$ cat config.mk
export PLATFORM = sky130hd
export DESIGN_NAME = rs_multi_cdb
export DESIGN_NICKNAME = d
export VERILOG_FILES = /design/src/rtl/rs_multi_cdb.sv
export SDC_FILE = /design/constraint.sdc
export NUM_CORES = 2
export LEC_CHECK = 0
export CAP_MARGIN = 5
export CORE_MARGIN = 8
export CORE_UTILIZATION = 25
export CTS_BUF_LIST = sky130_fd_sc_hd__clkbuf_16
export CTS_CLUSTER_SIZE = 16
export DETAILED_ROUTE_END_ITERATION = 10
export PLACE_DENSITY = 0.51
export SLEW_MARGIN = 40
export SYNTH_ARGS = -nofsm -noshare
export SYNTH_HDL_FRONTEND = slang
export SYNTH_SLANG_ARGS = --single-unit
$ cat constraint.sdc
create_clock -name clk_in -period 5.9 [get_ports clk_in]
set_input_delay 1.18 -clock clk_in [delete_from_list [all_inputs] [get_ports clk_in]]
set_output_delay 1.18 -clock clk_in [all_outputs]
set_load 0.02 [all_outputs]
$ cat src/rtl/rs_multi_cdb.sv
// Reservation station with NUM_CDB broadcast channels and a registered valid/ready dispatch stage.
// Build option RS_AGE_ORDER_EN: dispatch the oldest ready entry instead of the lowest-index one.
module rs_multi_cdb #(
  parameter int unsigned DEPTH     = 8,
  parameter int unsigned IDX_W     = 3,
  parameter int unsigned ROB_IDX_W = 4,
  parameter int unsigned WORD_W    = 32,
  parameter int unsigned OP_W      = 6,
  parameter int unsigned IMM_W     = 32,
  parameter int unsigned ADDR_W    = 32,
  parameter int unsigned NUM_CDB   = 2
) (
  input  logic                         clk_in,
  input  logic                         rst_n_in,
  input  logic                         rdy_in,
  input  logic                         flush_in,
  input  logic                         alloc_valid_in,
  output logic                         alloc_ready_out,
  input  logic [OP_W-1:0]              alloc_op_in,
  input  logic [IMM_W-1:0]             alloc_imm_in,
  input  logic [ADDR_W-1:0]            alloc_pc_in,
  input  logic [ROB_IDX_W-1:0]         alloc_rob_in,
  input  logic [ROB_IDX_W-1:0]         alloc_q1_in,
  input  logic [ROB_IDX_W-1:0]         alloc_q2_in,
  input  logic [WORD_W-1:0]            alloc_v1_in,
  input  logic [WORD_W-1:0]            alloc_v2_in,
  input  logic [NUM_CDB-1:0]           cdb_valid_in,
  input  logic [NUM_CDB*ROB_IDX_W-1:0] cdb_tag_in,
  input  logic [NUM_CDB*WORD_W-1:0]    cdb_data_in,
  output logic                         disp_valid_out,
  input  logic                         disp_ready_in,
  output logic [OP_W-1:0]              disp_op_out,
  output logic [IMM_W-1:0]             disp_imm_out,
  output logic [ADDR_W-1:0]            disp_pc_out,
  output logic [ROB_IDX_W-1:0]         disp_rob_out,
  output logic [WORD_W-1:0]            disp_v1_out,
  output logic [WORD_W-1:0]            disp_v2_out,
  output logic [IDX_W:0]               occupancy_out
);

  logic [DEPTH-1:0]     busy_q, busy_d;
  logic [OP_W-1:0]      op_q  [DEPTH];
  logic [IMM_W-1:0]     imm_q [DEPTH];
  logic [ADDR_W-1:0]    pc_q  [DEPTH];
  logic [ROB_IDX_W-1:0] rob_q [DEPTH];
  logic [ROB_IDX_W-1:0] q1_q  [DEPTH], q1_d [DEPTH];
  logic [ROB_IDX_W-1:0] q2_q  [DEPTH], q2_d [DEPTH];
  logic [WORD_W-1:0]    v1_q  [DEPTH], v1_d [DEPTH];
  logic [WORD_W-1:0]    v2_q  [DEPTH], v2_d [DEPTH];
  logic [IDX_W:0]       occ_q, occ_d;

  logic                 disp_valid_q, disp_valid_d;
  logic [OP_W-1:0]      disp_op_q, disp_op_d;
  logic [IMM_W-1:0]     disp_imm_q, disp_imm_d;
  logic [ADDR_W-1:0]    disp_pc_q, disp_pc_d;
  logic [ROB_IDX_W-1:0] disp_rob_q, disp_rob_d;
  logic [WORD_W-1:0]    disp_v1_q, disp_v1_d;
  logic [WORD_W-1:0]    disp_v2_q, disp_v2_d;

  logic                 alloc_fire;
  logic [IDX_W-1:0]     alloc_idx;
  logic [ROB_IDX_W-1:0] a_q1, a_q2;
  logic [WORD_W-1:0]    a_v1, a_v2;
  logic [DEPTH-1:0]     ready;
  logic                 sel_any;
  logic [IDX_W-1:0]     sel_idx;
  logic                 load_en;

  assign alloc_ready_out = ~&busy_q;
  assign alloc_fire      = alloc_valid_in && alloc_ready_out;
  assign load_en         = !disp_valid_q || disp_ready_in;

  // Lowest free slot, and source operands resolved against the buses (lowest channel wins).
  always_comb begin
    alloc_idx = '0;
    for (int i = DEPTH - 1; i >= 0; i--) begin
      if (!busy_q[i]) alloc_idx = IDX_W'(i);
    end
    a_q1 = alloc_q1_in;
    a_v1 = alloc_v1_in;
    a_q2 = alloc_q2_in;
    a_v2 = alloc_v2_in;
    for (int c = NUM_CDB - 1; c >= 0; c--) begin
      if (cdb_valid_in[c]) begin
        if (alloc_q1_in != '0 && alloc_q1_in == cdb_tag_in[c*ROB_IDX_W +: ROB_IDX_W]) begin
          a_q1 = '0;
          a_v1 = cdb_data_in[c*WORD_W +: WORD_W];
        end
        if (alloc_q2_in != '0 && alloc_q2_in == cdb_tag_in[c*ROB_IDX_W +: ROB_IDX_W]) begin
          a_q2 = '0;
          a_v2 = cdb_data_in[c*WORD_W +: WORD_W];
        end
      end
    end
  end

  always_comb begin
    for (int i = 0; i < DEPTH; i++) begin
      ready[i] = busy_q[i] && (q1_q[i] == '0) && (q2_q[i] == '0);
    end
  end

`ifdef RS_AGE_ORDER_EN
  // age_q[k][j] set means entry j is older than entry k.
  logic [DEPTH-1:0] age_q [DEPTH];

  always_comb begin
    sel_any = 1'b0;
    sel_idx = '0;
    for (int i = DEPTH - 1; i >= 0; i--) begin
      if (ready[i] && ((age_q[i] & ready) == '0)) begin
        sel_any = 1'b1;
        sel_idx = IDX_W'(i);
      end
    end
  end

  always_ff @(posedge clk_in or negedge rst_n_in) begin
    if (!rst_n_in) begin
      for (int i = 0; i < DEPTH; i++) age_q[i] <= '0;
    end else if (rdy_in) begin
      if (flush_in) begin
        for (int i = 0; i < DEPTH; i++) age_q[i] <= '0;
      end else if (alloc_fire) begin
        // A reused slot must stop looking older than anyone allocated before its reuse.
        for (int r = 0; r < DEPTH; r++) age_q[r][alloc_idx] <= 1'b0;
        age_q[alloc_idx] <= busy_q;
      end
    end
  end
`else
  always_comb begin
    sel_any = 1'b0;
    sel_idx = '0;
    for (int i = DEPTH - 1; i >= 0; i--) begin
      if (ready[i]) begin
        sel_any = 1'b1;
        sel_idx = IDX_W'(i);
      end
    end
  end
`endif

  always_comb begin
    busy_d       = busy_q;
    q1_d         = q1_q;
    q2_d         = q2_q;
    v1_d         = v1_q;
    v2_d         = v2_q;
    disp_valid_d = disp_valid_q;
    disp_op_d    = disp_op_q;
    disp_imm_d   = disp_imm_q;
    disp_pc_d    = disp_pc_q;
    disp_rob_d   = disp_rob_q;
    disp_v1_d    = disp_v1_q;
    disp_v2_d    = disp_v2_q;

    for (int i = 0; i < DEPTH; i++) begin
      for (int c = NUM_CDB - 1; c >= 0; c--) begin
        if (busy_q[i] && cdb_valid_in[c]) begin
          if (q1_q[i] != '0 && q1_q[i] == cdb_tag_in[c*ROB_IDX_W +: ROB_IDX_W]) begin
            q1_d[i] = '0;
            v1_d[i] = cdb_data_in[c*WORD_W +: WORD_W];
          end
          if (q2_q[i] != '0 && q2_q[i] == cdb_tag_in[c*ROB_IDX_W +: ROB_IDX_W]) begin
            q2_d[i] = '0;
            v2_d[i] = cdb_data_in[c*WORD_W +: WORD_W];
          end
        end
      end
    end

    if (alloc_fire) begin
      busy_d[alloc_idx] = 1'b1;
      q1_d[alloc_idx]   = a_q1;
      q2_d[alloc_idx]   = a_q2;
      v1_d[alloc_idx]   = a_v1;
      v2_d[alloc_idx]   = a_v2;
    end

    if (load_en && sel_any) begin
      busy_d[sel_idx] = 1'b0;
      disp_valid_d    = 1'b1;
      disp_op_d       = op_q[sel_idx];
      disp_imm_d      = imm_q[sel_idx];
      disp_pc_d       = pc_q[sel_idx];
      disp_rob_d      = rob_q[sel_idx];
      disp_v1_d       = v1_q[sel_idx];
      disp_v2_d       = v2_q[sel_idx];
    end else if (disp_ready_in) begin
      disp_valid_d = 1'b0;
    end

    if (flush_in) begin
      busy_d       = '0;
      disp_valid_d = 1'b0;
    end

    occ_d = '0;
    for (int i = 0; i < DEPTH; i++) occ_d = occ_d + (IDX_W + 1)'(busy_d[i]);
  end

  always_ff @(posedge clk_in or negedge rst_n_in) begin
    if (!rst_n_in) begin
      busy_q       <= '0;
      occ_q        <= '0;
      disp_valid_q <= 1'b0;
      disp_op_q    <= '0;
      disp_imm_q   <= '0;
      disp_pc_q    <= '0;
      disp_rob_q   <= '0;
      disp_v1_q    <= '0;
      disp_v2_q    <= '0;
      for (int i = 0; i < DEPTH; i++) begin
        op_q[i]  <= '0;
        imm_q[i] <= '0;
        pc_q[i]  <= '0;
        rob_q[i] <= '0;
        q1_q[i]  <= '0;
        q2_q[i]  <= '0;
        v1_q[i]  <= '0;
        v2_q[i]  <= '0;
      end
    end else if (rdy_in) begin
      busy_q       <= busy_d;
      occ_q        <= occ_d;
      disp_valid_q <= disp_valid_d;
      disp_op_q    <= disp_op_d;
      disp_imm_q   <= disp_imm_d;
      disp_pc_q    <= disp_pc_d;
      disp_rob_q   <= disp_rob_d;
      disp_v1_q    <= disp_v1_d;
      disp_v2_q    <= disp_v2_d;
      q1_q         <= q1_d;
      q2_q         <= q2_d;
      v1_q         <= v1_d;
      v2_q         <= v2_d;
      if (alloc_fire) begin
        op_q[alloc_idx]  <= alloc_op_in;
        imm_q[alloc_idx] <= alloc_imm_in;
        pc_q[alloc_idx]  <= alloc_pc_in;
        rob_q[alloc_idx] <= alloc_rob_in;
      end
    end
  end

  assign disp_valid_out = disp_valid_q;
  assign disp_op_out    = disp_op_q;
  assign disp_imm_out   = disp_imm_q;
  assign disp_pc_out    = disp_pc_q;
  assign disp_rob_out   = disp_rob_q;
  assign disp_v1_out    = disp_v1_q;
  assign disp_v2_out    = disp_v2_q;
  assign occupancy_out  = occ_q;

endmodule

After elaboration in Yosys (flattened, before gate mapping)
Cells that the tools add are included.
{"block": "word_totals", "out_inout_bits": 144, "register_bits": 1319, "elab_cells": 457}
{"block": "classes", "n_mux": 214, "order_cmp": 7, "eq_ne": 36, "reduce_logical": 115, "bitwise": 5, "n_addsub": 7}
{"cell": "$mux 32", "n": 83}
{"cell": "$bwmux 256", "n": 4}
{"cell": "$mux 256", "n": 2}
{"cell": "$bmux 32 s3", "n": 4}
{"cell": "$mux 4", "n": 75}
{"cell": "$eq 4x4->1", "n": 36}
{"cell": "$bwmux 32", "n": 3}
{"cell": "$demux 32 s3", "n": 1}
{"cell": "$logic_and 1x1->1", "n": 73}
{"cell": "$reduce_bool 4->1", "n": 18}
{"cell": "$logic_not 4->1", "n": 16}
{"cell": "$bwmux 48", "n": 1}
{"cell": "$mux 3", "n": 16}
{"cell": "$mux 8", "n": 3}
{"cell": "$bmux 6 s3", "n": 1}
{"cell": "$demux 6 s3", "n": 1}
{"cell": "$mux 6", "n": 3}
{"cell": "$add 4x1->4", "n": 4}
{"cell": "$mux 1", "n": 13}
{"cell": "$bmux 4 s3", "n": 1}
{"cell": "$demux 4 s3", "n": 1}
{"cell": "$and 8x8->8", "n": 1}
{"cell": "$ge 4x4->1 const B", "n": 2}
{"cell": "$lt 3x4->1 const B", "n": 2}
{"cell": "other kinds (14)", "n": 20}

Depth between registers and ports, before layout
{"block": "depth", "word_depth": 26, "depth_mapped": 18, "mapped_depth_nobuf": 16}

Worst setup path before layout
Ideal clock, no wire load.
{"block": "synth_path", "kind": "input-to-reg", "from": "input alloc_valid_in", "to": "register occ_q[2] (netlist: occupancy_out[2])", "cell_stages": 14, "slack_ps": 924, "t_required_ps": 5775, "t_arrival_ps": 4851, "path_cell_list": "nand3_1 -> nor3b_1 -> clkbuf_1 -> clkbuf_1 -> o21ai_1 -> fa_1 -> fa_1 -> fa_1 -> inv_1 -> ha_1 -> inv_1 -> fa_1 -> xnor2_1 -> mux2_2"}
{"block": "synth_between", "elab_chain_len": 12}
{"element": "start: declaration", "line_no": "17", "source": "input logic alloc_valid_in,"}
{"element": "$logic_and 1x1->1 *", "line_no": "70", "source": "assign alloc_fire = alloc_valid_in && alloc_ready_out;"}
{"element": "$mux 8 *", "line_no": "173", "source": "if (alloc_fire) begin"}
{"element": "$and 8x8->8 (no source line)"}
{"element": "$mux 8 *", "line_no": "181", "source": "if (load_en && sel_any) begin"}
{"element": "$mux 8 *", "line_no": "194", "source": "if (flush_in) begin"}
{"element": "$add 1x1->2", "line_no": "200", "source": "for (int i = 0; i < DEPTH; i++) occ_d = occ_d + (IDX_W + 1)'(busy_d[i]);"}
{"element": "$add 2x1->3", "line_no": "200"}
{"element": "$add 3x1->4", "line_no": "200"}
{"element": "$add 4x1->4 (3 in a row)", "line_no": "200"}
{"element": "$add 4x1->4 *", "line_no": "200"}
{"element": "end signal: assignment", "line_no": "206", "source": "occ_q <= '0;"}
{"element": "end signal: assignment", "line_no": "226", "source": "occ_q <= occ_d;"}
{"element": "end: declaration", "line_no": "50", "source": "logic [IDX_W:0] occ_q, occ_d;"}
Every way passes the cells marked *; elsewhere a longest branch is shown, timed or not.
A chain may end at the register's enable or synchronous reset.

Final worst setup path
{"block": "layout_path", "from": "register q2_q[20] (netlist name)", "to": "register occ_q[2] (netlist: occupancy_out[2])"}
{"block": "layout_between", "elab_chain_len": 20, "word_cells_on_any_way": 25}
{"element": "start: declaration", "line_no": "47", "source": "logic [ROB_IDX_W-1:0] q2_q [DEPTH], q2_d [DEPTH];"}
{"element": "start signal: assignment", "line_no": "235", "source": "q2_q <= q2_d;"}
{"element": "$logic_not 4->1 *", "line_no": "99", "source": "ready[i] = busy_q[i] && (q1_q[i] == '0) && (q2_q[i] == '0);"}
{"element": "$logic_and 1x1->1 *", "line_no": "99"}
{"element": "$mux 3 (3 in a row)", "line_no": "136", "source": "if (ready[i]) begin"}
{"element": "$lt 3x4->1 (implied by the code) or $ge 3x1->1 (tied branches)", "line_no": "182", "source": "busy_d[sel_idx] = 1'b0;"}
{"element": "$logic_and 1x1->1 (implied by the code)", "line_no": "182"}
{"element": "$mux 1 (implied by the code)", "line_no": "182"}
{"element": "$demux 1 s3", "line_no": "182"}
{"element": "$not 8->8 (no source line)"}
{"element": "$and 8x8->8 (no source line)"}
{"element": "$mux 8 *", "line_no": "181"}
{"element": "$mux 8 *", "line_no": "194"}
{"element": "$add 1x1->2", "line_no": "200"}
{"element": "$add 2x1->3", "line_no": "200"}
{"element": "$add 3x1->4", "line_no": "200"}
{"element": "$add 4x1->4 (3 in a row)", "line_no": "200"}
{"element": "$add 4x1->4 *", "line_no": "200"}
Marked as above.

==> run_results.csv <==
group,metric,value,unit
final_layout,utilization,29.3,%
floorplanning,rows,198,
worst_setup_path,crit_type,"flop to flop",
floorplanning,fp.dieH,555,um
sta,slew_headroom,34.3,%
floorplanning,start_util,25.1,%
synthesis,seq_area_frac_synth,45.4,%
cts,cts_hold_buf,0,
sta,drv_slew,0,
sta,fmax,201,MHz
run_status,outcome,"finished clean",
synthesis,synth_edf_count,0,
final_layout,drive_gt1_share,13.4,%
routing,drtIter0Drc,7008,
synthesis,ys.flop_type,"dfrtp_1",
final_layout,ff_latch_area,33000,sq um
cts,cts.sinks,1319,
grt,grt_pass1_wl,450000,um
routing,first_pass_iters,8,
routing,antenna_left,0,
cts,cts-resized-gates,0,
sta,setup-violations-final,0,
grt,grt_overflow,0,
synthesis,synth_cells,7319,
grt,grt_usage,19.2,%
final_layout,final_net_count,7432,
power_and_ir_drop,p_int,18.8,mW
cts,cts_max_path_buffers,4,
synthesis,yosysWarnings,0,
synthesis,synth_fp_nets,7552,
floorplanning,core_area,290000,sq um
grt,grt_max_degree,191,
synthesis,async_reset_ff_share,100,%
cts,cts_max_level,4,
cts,cts-buffers-inserted,153,
routing,drcViolationCount,0,
final_layout,final_area,85100,sq um
power_and_ir_drop,leakagePower,38.4,nW
sta,rsz0062_at_grt,"no",
grt,antenna_found_initial,67,
routing,post_drt_wl_per_cell,27.7,um
cts,cts_root_buf,"clkbuf_16",
power_and_ir_drop,clkPwrFrac,32.4,%
floorplanning,die-area,308000,sq um
routing,vias,63000,
sta,min_period,4980,ps
final_layout,final_cell_mix,"dfrtp_1 (1319), nor2_1 (906), mux2i_1 (705)",
cts,cts_setup_buffers,0,
place,post-dp-hpwl,172000,um
synthesis,synth.largest_area_cell,"dfrtp_1",
worst_setup_path,r2r-start,"q2_q[20]",
job,maxCapViolCount,0,
routing,viasPerCell,5.62,
power_and_ir_drop,power_frac_seq,43.3,%
worst_setup_path,cp_max_fo,7,
worst_setup_path,cp-end-kind,"flop",
sta,clock_skew,62.5,ps
cts,clkLatencyLatePin,830,ps
sta,tns,0,ps
power_and_ir_drop,power.density,327,nW/um^2
power_and_ir_drop,switchingPower,9.06,mW
sta,finalCritPeriodShare,84.5,%
place,dpl-instance-area,80500,sq um
power_and_ir_drop,combPwrFrac,24.3,%
power_and_ir_drop,vdd_ir_drop_max,250,uV
synthesis,syn_area,72700,sq um
sta,hold_violations,0,
power_and_ir_drop,swShare,32.5,%
cts,clkTransAtPathRegs,60,ps
synthesis,synth_top_area_share,45.4,%
floorplanning,fp.dieW,555,um
hold_path,holdCritPathClass,"input port to asynchronous set/reset pin",
sta,worst_pin_slew,985,ps
final_layout,syn2layout_area_growth,16.9,%
synthesis,ys_ff_latch,1319,
cts,cts_tree,"done",
worst_setup_path,crit_required,6590,ps
place,place_congestion,0.803,
final_layout,n_fill_cell,29700,
sta,hold_ws,332,ps
routing,drt-total-wl,311000,um
synthesis,synth.area.top_cells,"dfrtp_1 (45%), mux2i_1 (9.7%), mux2_2 (7.2%)",
final_layout,multi_input_area,36700,sq um
worst_setup_path,crit_start,"q2_q[20]",
floorplanning,ios,370,
place,io_buffer_count,369,
worst_setup_path,cp-start-kind,"flop",
worst_setup_path,arrival,5680,ps
synthesis,ys_types,62,
synthesis,synth_area_per_cell,9.94,sq um
grt,grt_pass1_vias,63000,
final_layout,final_common_cell,"dfrtp_1",
==> sequential cells by signal, indices dropped and copies added (netlist names), 6 cells and up <==
name / cells
imm_q: 256
pc_q: 256
v1_q: 256
v2_q: 256
op_q: 48
disp_imm_out: 32
disp_pc_out: 32
disp_v1_out: 32
disp_v2_out: 32
q1_q: 32
q2_q: 32
rob_q: 32
busy_q: 8
disp_op_out: 6
==> stage by stage <==
stage,cells,setup WS (ps),power [mW]
floorplan,7319,924,15.7
global placement,10900,482,18.7
detailed placement,10900,633,18.9
CTS,11200,877,28.1
global route,11200,622,29.2
finish,11200,916,27.8
==> cell usage after synthesis, types with 18 or more instances <==
cell type  instances
mux2_2           467
a31oi_1          110
a21oi_2           30
o31ai_1           41
nand2_1          411
and3_1            34
nand3_1          136
a2111oi_0        128
nor2_1           910
a221o_1          192
mux2i_1          705
a21oi_1          699
a222oi_1          53
mux2_1            53
a22oi_1          341
a211oi_1         259
nor4_1            24
xnor2_1           63
o21ai_0           54
o2bb2ai_1         21
o21ai_1           42
nor3_1            18
buf_1             57
buf_2            150
xor2_1            75
dfrtp_1         1319
a22o_1           163
clkbuf_1         605
==> logic make-up (layout without fill, tap and decap cells) <==
group                      after synthesis  after routing  share of synthesized area [%]
adders and majority gates                7              7                          0.162
DFF                                   1319           1319                           45.4
muxes                                 1225           1225                           17.8
other                                    0             20                              0
and+or+nand+nor                       1605           1605                           9.16
buffers and inverters                  837            818                           4.66
AOI/OAI and AO/OA                     2188           2188                           21.2
xor gates and xnor gates               138            138                           1.66
==> power by group through the flow <==
stage | clock [mW] | sequential [mW] | combinational (mW)
finish | 9.03 | 12.0 | 6.76
global route | 9.61 | 12.2 | 7.40
CTS | 9.24 | 12.0 | 6.83
detailed placement | 0 | 12.1 | 6.80
global placement | 0 | 12.1 | 6.63
floorplan | 0 | 12.2 | 3.50
==> layer usage <==
layer	routed length, um	vias up	global-route usage [%]
met2	138000	3256	30.1
met1	127000	32000	24.8
met3	31900	740	5.92
met5	345	-	0
li1	-	26900	-
met4	13600	54	7.70
==> final timing paths <==
check                                   end  slack [ps]  depth (start not counted)
setup / recovery           occupancy_out[2]         920                         16
hold / removal                    pc_q[234]         330                          1
setup reg to reg           occupancy_out[2]         920                         16
hold reg to reg                   pc_q[195]         470                          2
max in group asynchronous   disp_v1_out[13]        4100                          3
min in group clk_in               pc_q[195]         470                          2
==> final cells by class <==
type	instances	share of cell area, %
multi-input combinational	5163	43.1
sequential	1319	38.8
timing repair buffer	548	6.91
tap	3900	5.74
clock buffer	157	4.62
clock inverter	99	0.683
inverter	14	0.0706
antenna	20	0.0588
==> critical path: stages (launching register included) <==
cell and delay [ps]:
dfrtp_1 450, nor4_4 400, nand3_2 270, nor2b_1 210, a31o_2 270, or2_2 300, a31oi_1 250, o21ai_1 140
fa_1 550, fa_1 440, fa_1 490, inv_1 80, ha_1 160, inv_1 60, fa_1 430, xnor2_1 130
mux2_2 260
Power figures use the tool's default switching activity.
